$ cat config.mk
export PLATFORM = sky130hd
export DESIGN_NAME = fetch_hazard_ctrl
export DESIGN_NICKNAME = d
export VERILOG_FILES = /design/src/rtl/hazard_pkg.sv /design/src/rtl/raw_detect.sv /design/src/rtl/fetch_hazard_ctrl.sv
export SDC_FILE = /design/constraint.sdc
export NUM_CORES = 1
export LEC_CHECK = 0
export ABC_AREA = 1
export BUFFER_PORTS_ARGS = -buffer_cell sky130_fd_sc_hd__buf_4
export CORE_MARGIN = 10
export CORE_UTILIZATION = 53
export DETAILED_ROUTE_END_ITERATION = 7
export GPL_ROUTABILITY_DRIVEN = 0
export GPL_TIMING_DRIVEN = 0
export HOLD_SLACK_MARGIN = 0.1
export PLACE_DENSITY_LB_ADDON = 0.3
export SYNTH_ARGS = -nofsm -noshare
export SYNTH_HDL_FRONTEND = slang
export SYNTH_SLANG_ARGS = --single-unit
$ cat constraint.sdc
create_clock -name clk -period 5.2 [get_ports clk]
set_input_delay 0 -clock clk [delete_from_list [all_inputs] [get_ports clk]]
set_output_delay 0 -clock clk [all_outputs]
set_load 0.02 [all_outputs]
$ cat src/rtl/hazard_pkg.sv
// rtl/hazard_pkg.sv - shared types and constants for the fetch hazard sequencer
// Contents: sequencer state enum, opcode constants, instruction field indices,
// and reads_rt() which says whether an opcode sources the rt field.
package hazard_pkg;

    typedef enum logic [1:0] {
        ST_RUN,
        ST_STALL,
        ST_FLUSH,
        ST_HALT
    } state_t;

    localparam logic [5:0] OP_RTYPE = 6'b000000;
    localparam logic [5:0] OP_SW    = 6'b101011;
    localparam logic [5:0] OP_BEQ   = 6'b000100;
    localparam logic [5:0] OP_BNE   = 6'b000101;
    localparam logic [5:0] HALT_OP  = 6'b111111;

    localparam int OP_HI = 31;
    localparam int OP_LO = 26;
    localparam int RS_HI = 25;
    localparam int RS_LO = 21;
    localparam int RT_HI = 20;
    localparam int RT_LO = 16;

    // Only these formats read rt; for loads and other I-types rt is a destination.
    function automatic logic reads_rt(input logic [5:0] op);
        return (op == OP_RTYPE) || (op == OP_SW) || (op == OP_BEQ) || (op == OP_BNE);
    endfunction

endpackage

$ cat src/rtl/raw_detect.sv
// rtl/raw_detect.sv - read-after-write match of the ID sources against EX/MEM destinations
// Ports: id_instr (instruction in IF/ID), ex_rd/ex_reg_write and mem_rd/mem_reg_write
// (producer destinations), raw_ex/raw_mem (combinational match flags).
module raw_detect (
    input  logic [31:0] id_instr,
    input  logic [4:0]  ex_rd,
    input  logic        ex_reg_write,
    input  logic [4:0]  mem_rd,
    input  logic        mem_reg_write,
    output logic        raw_ex,
    output logic        raw_mem
);
    import hazard_pkg::*;

    logic [4:0] rs;
    logic [4:0] rt;
    logic       use_rt;
    logic       unused_bits;

    assign rs          = id_instr[RS_HI:RS_LO];
    assign rt          = id_instr[RT_HI:RT_LO];
    assign use_rt      = reads_rt(id_instr[OP_HI:OP_LO]);
    assign unused_bits = ^id_instr[15:0];

    // Register 0 is hardwired, so a write to it never creates a dependency.
    assign raw_ex  = ex_reg_write && (ex_rd != 5'd0) &&
                     ((ex_rd == rs) || (use_rt && (ex_rd == rt)));
    assign raw_mem = mem_reg_write && (mem_rd != 5'd0) &&
                     ((mem_rd == rs) || (use_rt && (mem_rd == rt)));

endmodule

$ cat src/rtl/fetch_hazard_ctrl.sv
// rtl/fetch_hazard_ctrl.sv - fetch/decode pipeline sequencer for RAW stalls, branch flush and HALT
// Ports: clk, rst (sync active-high); id_instr, ex_rd, ex_reg_write, ex_mem_read,
// mem_rd, mem_reg_write, ex_branch_taken in; hazard (PC hold), ifid_hold,
// idex_bubble, flush, halted, stall_cnt (saturating stall cycle count) out.
// Build option: define HAZ_FORWARD_EN when the forwarding datapath exists, so
// only load-use stalls (1 cycle); otherwise EX RAW stalls 2 cycles, MEM RAW 1.
module fetch_hazard_ctrl #(
    parameter int         FLUSH_CYCLES = 1,
    parameter logic [5:0] HALT_OP      = hazard_pkg::HALT_OP,
    parameter int         CNT_W        = 16
) (
    input  logic             clk,
    input  logic             rst,
    input  logic [31:0]      id_instr,
    input  logic [4:0]       ex_rd,
    input  logic             ex_reg_write,
    input  logic             ex_mem_read,
    input  logic [4:0]       mem_rd,
    input  logic             mem_reg_write,
    input  logic             ex_branch_taken,
    output logic             hazard,
    output logic             ifid_hold,
    output logic             idex_bubble,
    output logic             flush,
    output logic             halted,
    output logic [CNT_W-1:0] stall_cnt
);
    import hazard_pkg::*;

    localparam logic [1:0] FLUSH_RELOAD = 2'(FLUSH_CYCLES - 1);

    state_t           state_q, state_d;
    logic [1:0]       cnt_q, cnt_d;
    logic [CNT_W-1:0] stall_q;
    logic             raw_ex, raw_mem;
    logic             stall_req, stall_more;
    logic             unused_ok;

    raw_detect u_raw_detect (
        .id_instr      (id_instr),
        .ex_rd         (ex_rd),
        .ex_reg_write  (ex_reg_write),
        .mem_rd        (mem_rd),
        .mem_reg_write (mem_reg_write),
        .raw_ex        (raw_ex),
        .raw_mem       (raw_mem)
    );

`ifdef HAZ_FORWARD_EN
    // Forwarding covers everything except a load feeding the very next instruction.
    assign stall_req  = ex_mem_read && raw_ex;
    assign stall_more = 1'b0;
    assign unused_ok  = ^{raw_mem, id_instr[25:0]};
`else
    // EX producer needs two held cycles to reach WB; MEM producer needs one.
    assign stall_req  = raw_ex || raw_mem;
    assign stall_more = raw_ex;
    assign unused_ok  = ^{ex_mem_read, id_instr[25:0]};
`endif

    always_comb begin
        state_d     = state_q;
        cnt_d       = cnt_q;
        hazard      = 1'b0;
        ifid_hold   = 1'b0;
        idex_bubble = 1'b0;
        flush       = 1'b0;
        halted      = 1'b0;
        if (state_q == ST_HALT) begin
            hazard      = 1'b1;
            ifid_hold   = 1'b1;
            idex_bubble = 1'b1;
            halted      = 1'b1;
        end else if (ex_branch_taken) begin
            // PC must not be held so the redirect target loads this edge.
            flush   = 1'b1;
            cnt_d   = FLUSH_RELOAD;
            state_d = (FLUSH_RELOAD != 2'd0) ? ST_FLUSH : ST_RUN;
        end else if (state_q == ST_FLUSH) begin
            // ID content is being squashed, so it is not decoded for HALT/RAW.
            flush = 1'b1;
            cnt_d = cnt_q - 2'd1;
            if (cnt_q == 2'd1) state_d = ST_RUN;
        end else if (id_instr[OP_HI:OP_LO] == HALT_OP) begin
            hazard    = 1'b1;
            ifid_hold = 1'b1;
            state_d   = ST_HALT;
        end else if (state_q == ST_STALL) begin
            hazard      = 1'b1;
            ifid_hold   = 1'b1;
            idex_bubble = 1'b1;
            cnt_d       = cnt_q - 2'd1;
            if (cnt_q == 2'd1) state_d = ST_RUN;
        end else if (stall_req) begin
            hazard      = 1'b1;
            ifid_hold   = 1'b1;
            idex_bubble = 1'b1;
            if (stall_more) begin
                state_d = ST_STALL;
                cnt_d   = 2'd1;
            end
        end
        // Outputs are quiet for the whole reset cycle regardless of inputs.
        if (rst) begin
            hazard      = 1'b0;
            ifid_hold   = 1'b0;
            idex_bubble = 1'b0;
            flush       = 1'b0;
            halted      = 1'b0;
        end
    end

    always_ff @(posedge clk) begin
        if (rst) begin
            state_q <= ST_RUN;
            cnt_q   <= 2'd0;
            stall_q <= '0;
        end else begin
            state_q <= state_d;
            cnt_q   <= cnt_d;
            if (hazard && !halted && (stall_q != {CNT_W{1'b1}})) begin
                stall_q <= stall_q + 1'b1;
            end
        end
    end

    assign stall_cnt = rst ? '0 : stall_q;

endmodule

After elaboration in Yosys (flattened, before gate mapping) --
Cells that the tools add are included.
Operators by class: bitwise operators 1, add/subtract/negate cells 2, equal/unequal tests 14, reduce and logical (&&, ||, !) cells 24, muxes and demuxes 30
Operators by type and width (number):
- 2-to-1 mux 2 bit | 11
- equality test 5 bit | 4
- nonzero test 5 bit | 4
- 2-to-1 mux 1 bit | 18
- adder 16 x 1 -> 16 bit (second input constant) | 1
- 2-to-1 mux 16 bit | 1
- != test 16 bit (second input constant) | 1
- equality test 6 x 3 -> 1 bit (second input constant) | 2
- equality test 6 bit (second input constant) | 2
- logical AND 1 bit | 8
- nonzero test 4 bit | 2
- logical NOT 6 bit | 1
- logical OR 1 bit | 6
- equality test 2 x 1 -> 1 bit (second input constant) | 2
- equality test 2 bit (second input constant) | 2
- AND reduction 4 bit | 1
- != test 3 bit (second input constant) | 1
- AND reduction 3 bit | 1
- subtractor 2 x 1 -> 2 bit (second input constant) | 1
- logical NOT 1 bit | 1
- inverter 1 bit | 1
Word-level totals: output and inout port bits 21, logic and storage cells 74, input bits 48, register bits 20

Depth between registers and ports, before layout --
word-level depth 17, mapped depth 16, gate-level depth less buffers 16

Hierarchy --
From an unflattened synthesis, not the netlist that was laid out.
Second synthesis, totals: cells, all modules 312, area, all modules 1865.5 sq um
Modules (own cells, without submodules):
- fetch_hazard_ctrl | sequential area each 400.4 sq um, area each 1472.7 sq um, times used 1, cells an instance 232
- raw_detect | sequential area each 0.0 sq um, area each 392.9 sq um, times used 1, cells an instance 80

Least setup slack after synthesis --
Ideal clock, no wire load.
path kind register to register, start reg state_q[0], end reg stall_q[10], buffers on the path 1, required time 5068 ps, period minus slack after synthesis 1668 ps, stages on the path, launching flop included 12, path slack 3532 ps, arrival 1536 ps, library setup time 132 ps, path through dfxtp_1 -> inv_1 -> ha_1 -> nor2_2 -> nand2_1 -> nand2_1 -> inv_2 -> nand2_2 -> nand4_4 -> buf_6 -> nand2_1 -> a21oi_1
On the way: longest elaborated chain between the ends 9, elaborated cells between the ends (all ways) 14, classes of those cells eq/ne (3); mux (8); reduce/logical (3)
Ends and longest elaborated chain:
- start, declared | line fetch_hazard_ctrl.sv:32 | state_t state_q, state_d;
- start signal, assigned | line fetch_hazard_ctrl.sv:119 | state_q <= state_d;
- equality test 2 x 1 -> 1 bit | line fetch_hazard_ctrl.sv:88 | end else if (state_q == ST_STALL) begin
- 2-to-1 mux 1 bit | line fetch_hazard_ctrl.sv:88
- 2-to-1 mux 1 bit | line fetch_hazard_ctrl.sv:84 | end else if (id_instr[OP_HI:OP_LO] == HALT_OP) begin
- 2-to-1 mux 1 bit | line fetch_hazard_ctrl.sv:79 | end else if (state_q == ST_FLUSH) begin
- 2-to-1 mux 1 bit | line fetch_hazard_ctrl.sv:74 | end else if (ex_branch_taken) begin
- 2-to-1 mux 1 bit | line fetch_hazard_ctrl.sv:69 | if (state_q == ST_HALT) begin
- 2-to-1 mux 1 bit | line fetch_hazard_ctrl.sv:104 | if (rst) begin
- logical AND 1 bit * (2 in a row) | line fetch_hazard_ctrl.sv:121 | if (hazard && !halted && (stall_q != {CNT_W{1'b1}})) begin
- end signal, assigned | line fetch_hazard_ctrl.sv:122 | stall_q <= stall_q + 1'b1;
- end, declared | line fetch_hazard_ctrl.sv:34 | logic [CNT_W-1:0] stall_q;
Every way passes the cells marked *; elsewhere a longest branch is shown, timed or not. A chain may end at the register's enable or synchronous reset.

Worst setup path after layout --
start reg state_q[0], end out ifid_hold
On the way: longest elaborated chain between the ends 7, elaborated cells between the ends (all ways) 9, classes of those cells eq/ne (3); mux (6)
Ends and longest elaborated chain:
- equality test 2 x 1 -> 1 bit | line fetch_hazard_ctrl.sv:88
- 2-to-1 mux 1 bit | line fetch_hazard_ctrl.sv:88
- 2-to-1 mux 1 bit | line fetch_hazard_ctrl.sv:84
- 2-to-1 mux 1 bit | line fetch_hazard_ctrl.sv:79
- 2-to-1 mux 1 bit | line fetch_hazard_ctrl.sv:74
- 2-to-1 mux 1 bit * | line fetch_hazard_ctrl.sv:69
- 2-to-1 mux 1 bit * | line fetch_hazard_ctrl.sv:104
- end, declared | line fetch_hazard_ctrl.sv:22 | output logic ifid_hold,
Marks and branches as above.

==> reports/results.ini <==
[run_status]
outcome=completed

[critical_path]
r2r-end=stall_q[7]$_SDFFE_PP0P_
crit_start=state_q[0]$_SDFFE_PP0P_
crit_path_end_kind=output pin
critical_path_class=register to output pin
critPathArrivalTime_ns=2.17
reg2reg_from=stall_q[0]$_SDFFE_PP0P_
cp.required_ns=5.20
crit_fanout=11
r2r_setup_slack_ns=3.11
ff2ff_path_depth=8
cp-endpoint=ifid_hold
cp-start-kind=register

[yosys]
syn_area_sq_um=1840
synth_common_cells=nand2_1 (67), nor2_1 (48), inv_1 (42)
syn_inst=300
yosysUniqueCellTypes=37
synth_edf_count=0
yosysWarnings=0
synth-seq-cells=20
synth.avg_cell_area_sq_um=6.12
yosysMostFrequentCell=nand2_1
synth.net_count=353
seq_area_frac_synth_pct=21.8
synth_top_area_cell=dfxtp_1
synth_top_area_share_pct=21.8
synthFlopType=dfxtp_1
yosys-top-cells-area=dfxtp_1 (22%), nand2_1 (14%), nor2_1 (9.8%)
async_flop_share_pct=0

[finish]
regArea_sq_um=400
fin_nets=409
diodes=0
synthToLayoutAreaGrowth_pct=27.0
final_area_sq_um=2330
final_util_pct=69.9
stdcell_count=401
num-fill-cells=302
drive_above_1_share_pct=20.6
multiInputGateArea_sq_um=1200

[global_routing]
grt_usage_pct=16.1
grt_pass1_vias=1939
grt_max_degree=13
grt_pass1_wl_mm=8.51
grt_overflow_total=0
antenna_found_initial=0

[sta]
fmax_mhz=461
slew_headroom_pct=64.2
tightestPinTransition_ns=0.537
rsz0062_at_grt=no
finalHoldViolCount=0
timing.setup.tns_ns=0
skew_ns=0.00814
final_max_slew_viol_count=0
fin_crit_ns=2.17
finalCritPeriodShare_pct=41.7
finalSetupViolations=0

[routing]
detail-route-antenna-nets=0
vias=2030
drcViolationCount=0
routed_wirelength_mm=5.06
dr.pass1.iters=4
first_iter_violations=135
drt-wirelength-per-cell_um=12.6
via_per_inst=5.06

[pwr]
p_leak_nw=1.08
vdd_drop_max_mv=0.131
power.density_nw_per_um2=175

[job]
maxCapViolCount=0

[place]
hpwl_mm=4.08
post-place-cells=396
dpl_cell_area_sq_um=2270
port_buffers=50

[floorplanning]
die_x_um=78.9
start_util_pct=55.0
rows=21
coreArea_sq_um=3340
die_area_sq_um=6220
io_pins=69
die_h_um=78.9

[clock_tree]
clockBufferDepth=2
cts_tree=built
root_buffer=clkbuf_4
post_cts_resized=0
insertion_delay_ns=0.33
cts_buffers=3
htree_levels=1
clk_pin_slew_ns=0.13
clock_sinks=20

[hold_path]
worstHoldPathType=input port to register

-- logic make-up (layout without fill, tap and decap cells) --
kind of cell | after synthesis | count (layout) | synth area share [%]
XOR/XNOR | 23 | 23 | 11.0
AO/OA/AOI/OAI | 31 | 31 | 9.68
AND/OR/NAND/NOR | 165 | 165 | 41.5
buffers and inverters | 56 | 111 | 12.6
adder cells (fa/ha/maj) | 5 | 5 | 3.41
flip-flops | 20 | 20 | 21.8
-- what timing repair did --
item | CTS | global route
buffers inserted | 0 | 0
hold buffers | 1 | 0
hold endpoints to repair | 3 | 0
-- routing by layer --
| metal | global-route usage, % | routed length (um) | up-vias |
|---|---|---|---|
| met1 | 19.3 | 2180 | 901 |
| met2 | 27.8 | 2480 | 54 |
| met3 | 3.94 | 321 | 10 |
| li1 | - | - | 1065 |
| met4 | 4.66 | 83 | 0 |
| met5 | 0 | 0 | - |
-- cell type report --
class / count / area share [%]
Clock inverter: 1 / 1.29
Tap cell: 46 / 2.47
Multi-Input combinational cell: 224 / 51.6
Buffer: 9 / 2.36
Timing Repair Buffer: 51 / 16.5
Sequential cell: 20 / 17.2
Inverter: 47 / 7.57
Clock buffer: 3 / 0.966
-- worst min path at each step --
stage	from	end	depth (start not counted)
floorplan	ex_branch_taken	flush	2
global placement	ex_branch_taken	cnt_q[0]$_SDFFE_PP0P_	4
detailed placement	ex_branch_taken	state_q[1]$_SDFFE_PP0P_	4
CTS	rst	state_q[1]$_SDFFE_PP0P_	2
global route	rst	state_q[1]$_SDFFE_PP0P_	2
finish	rst	state_q[1]$_SDFFE_PP0P_	2
-- stage by stage --
stage | total power [W] | setup WS (ns) | hold WS (ns)
floorplan | 0.000235 | 3.53 | 0.206
global placement | 0.000275 | 3.23 | 0.399
detailed placement | 0.000277 | 3.20 | 0.402
CTS | 0.000408 | 3.05 | 0.137
global route | 0.000430 | 2.92 | 0.136
finish | 0.000409 | 3.03 | 0.127
-- layout by cell type, fill, tap and decap left out, drive strengths merged --
cell type    count
o31ai            1
xnor2            7
nor3             9
bufinv           1
nor4             3
dlygate4sd3      1
nand3b           1
xor2            16
o41ai            1
nand2           70
clkinv           1
clkbuf           6
or2              1
o22ai            2
o21bai           1
o21ai            8
ha               5
nand4           18
nor2            49
nor3b            1
a21oi           18
inv             46
dfxtp           20
and3             1
nand3           12
buf             56
-- worst max-delay path, stage by stage, from the launching register on --
cell and delay [ns]:
dfxtp_1 0.41, inv_1 0.11, ha_1 0.23, nor2_2 0.21, nand2_1 0.13, nand2_1 0.09
inv_2 0.06, a21oi_4 0.19, buf_6 0.17, buf_4 0.12, buf_4 0.13
-- report_power, final --
part / internal, W / leakage (nW) / switching [W]
Sequential: 0.000158 / 0.162 / 0.00000398
Combinational: 0.0000484 / 0.889 / 0.0000637
Clock: 0.0000781 / 0.0279 / 0.0000559
Total: 0.000285 / 1.08 / 0.000124
-- sequential cells by signal, indices dropped and copies added (netlist names) --
register / count
stall_q: 16
state_q: 2
cnt_q: 2
(Power assumes the default switching activity.)
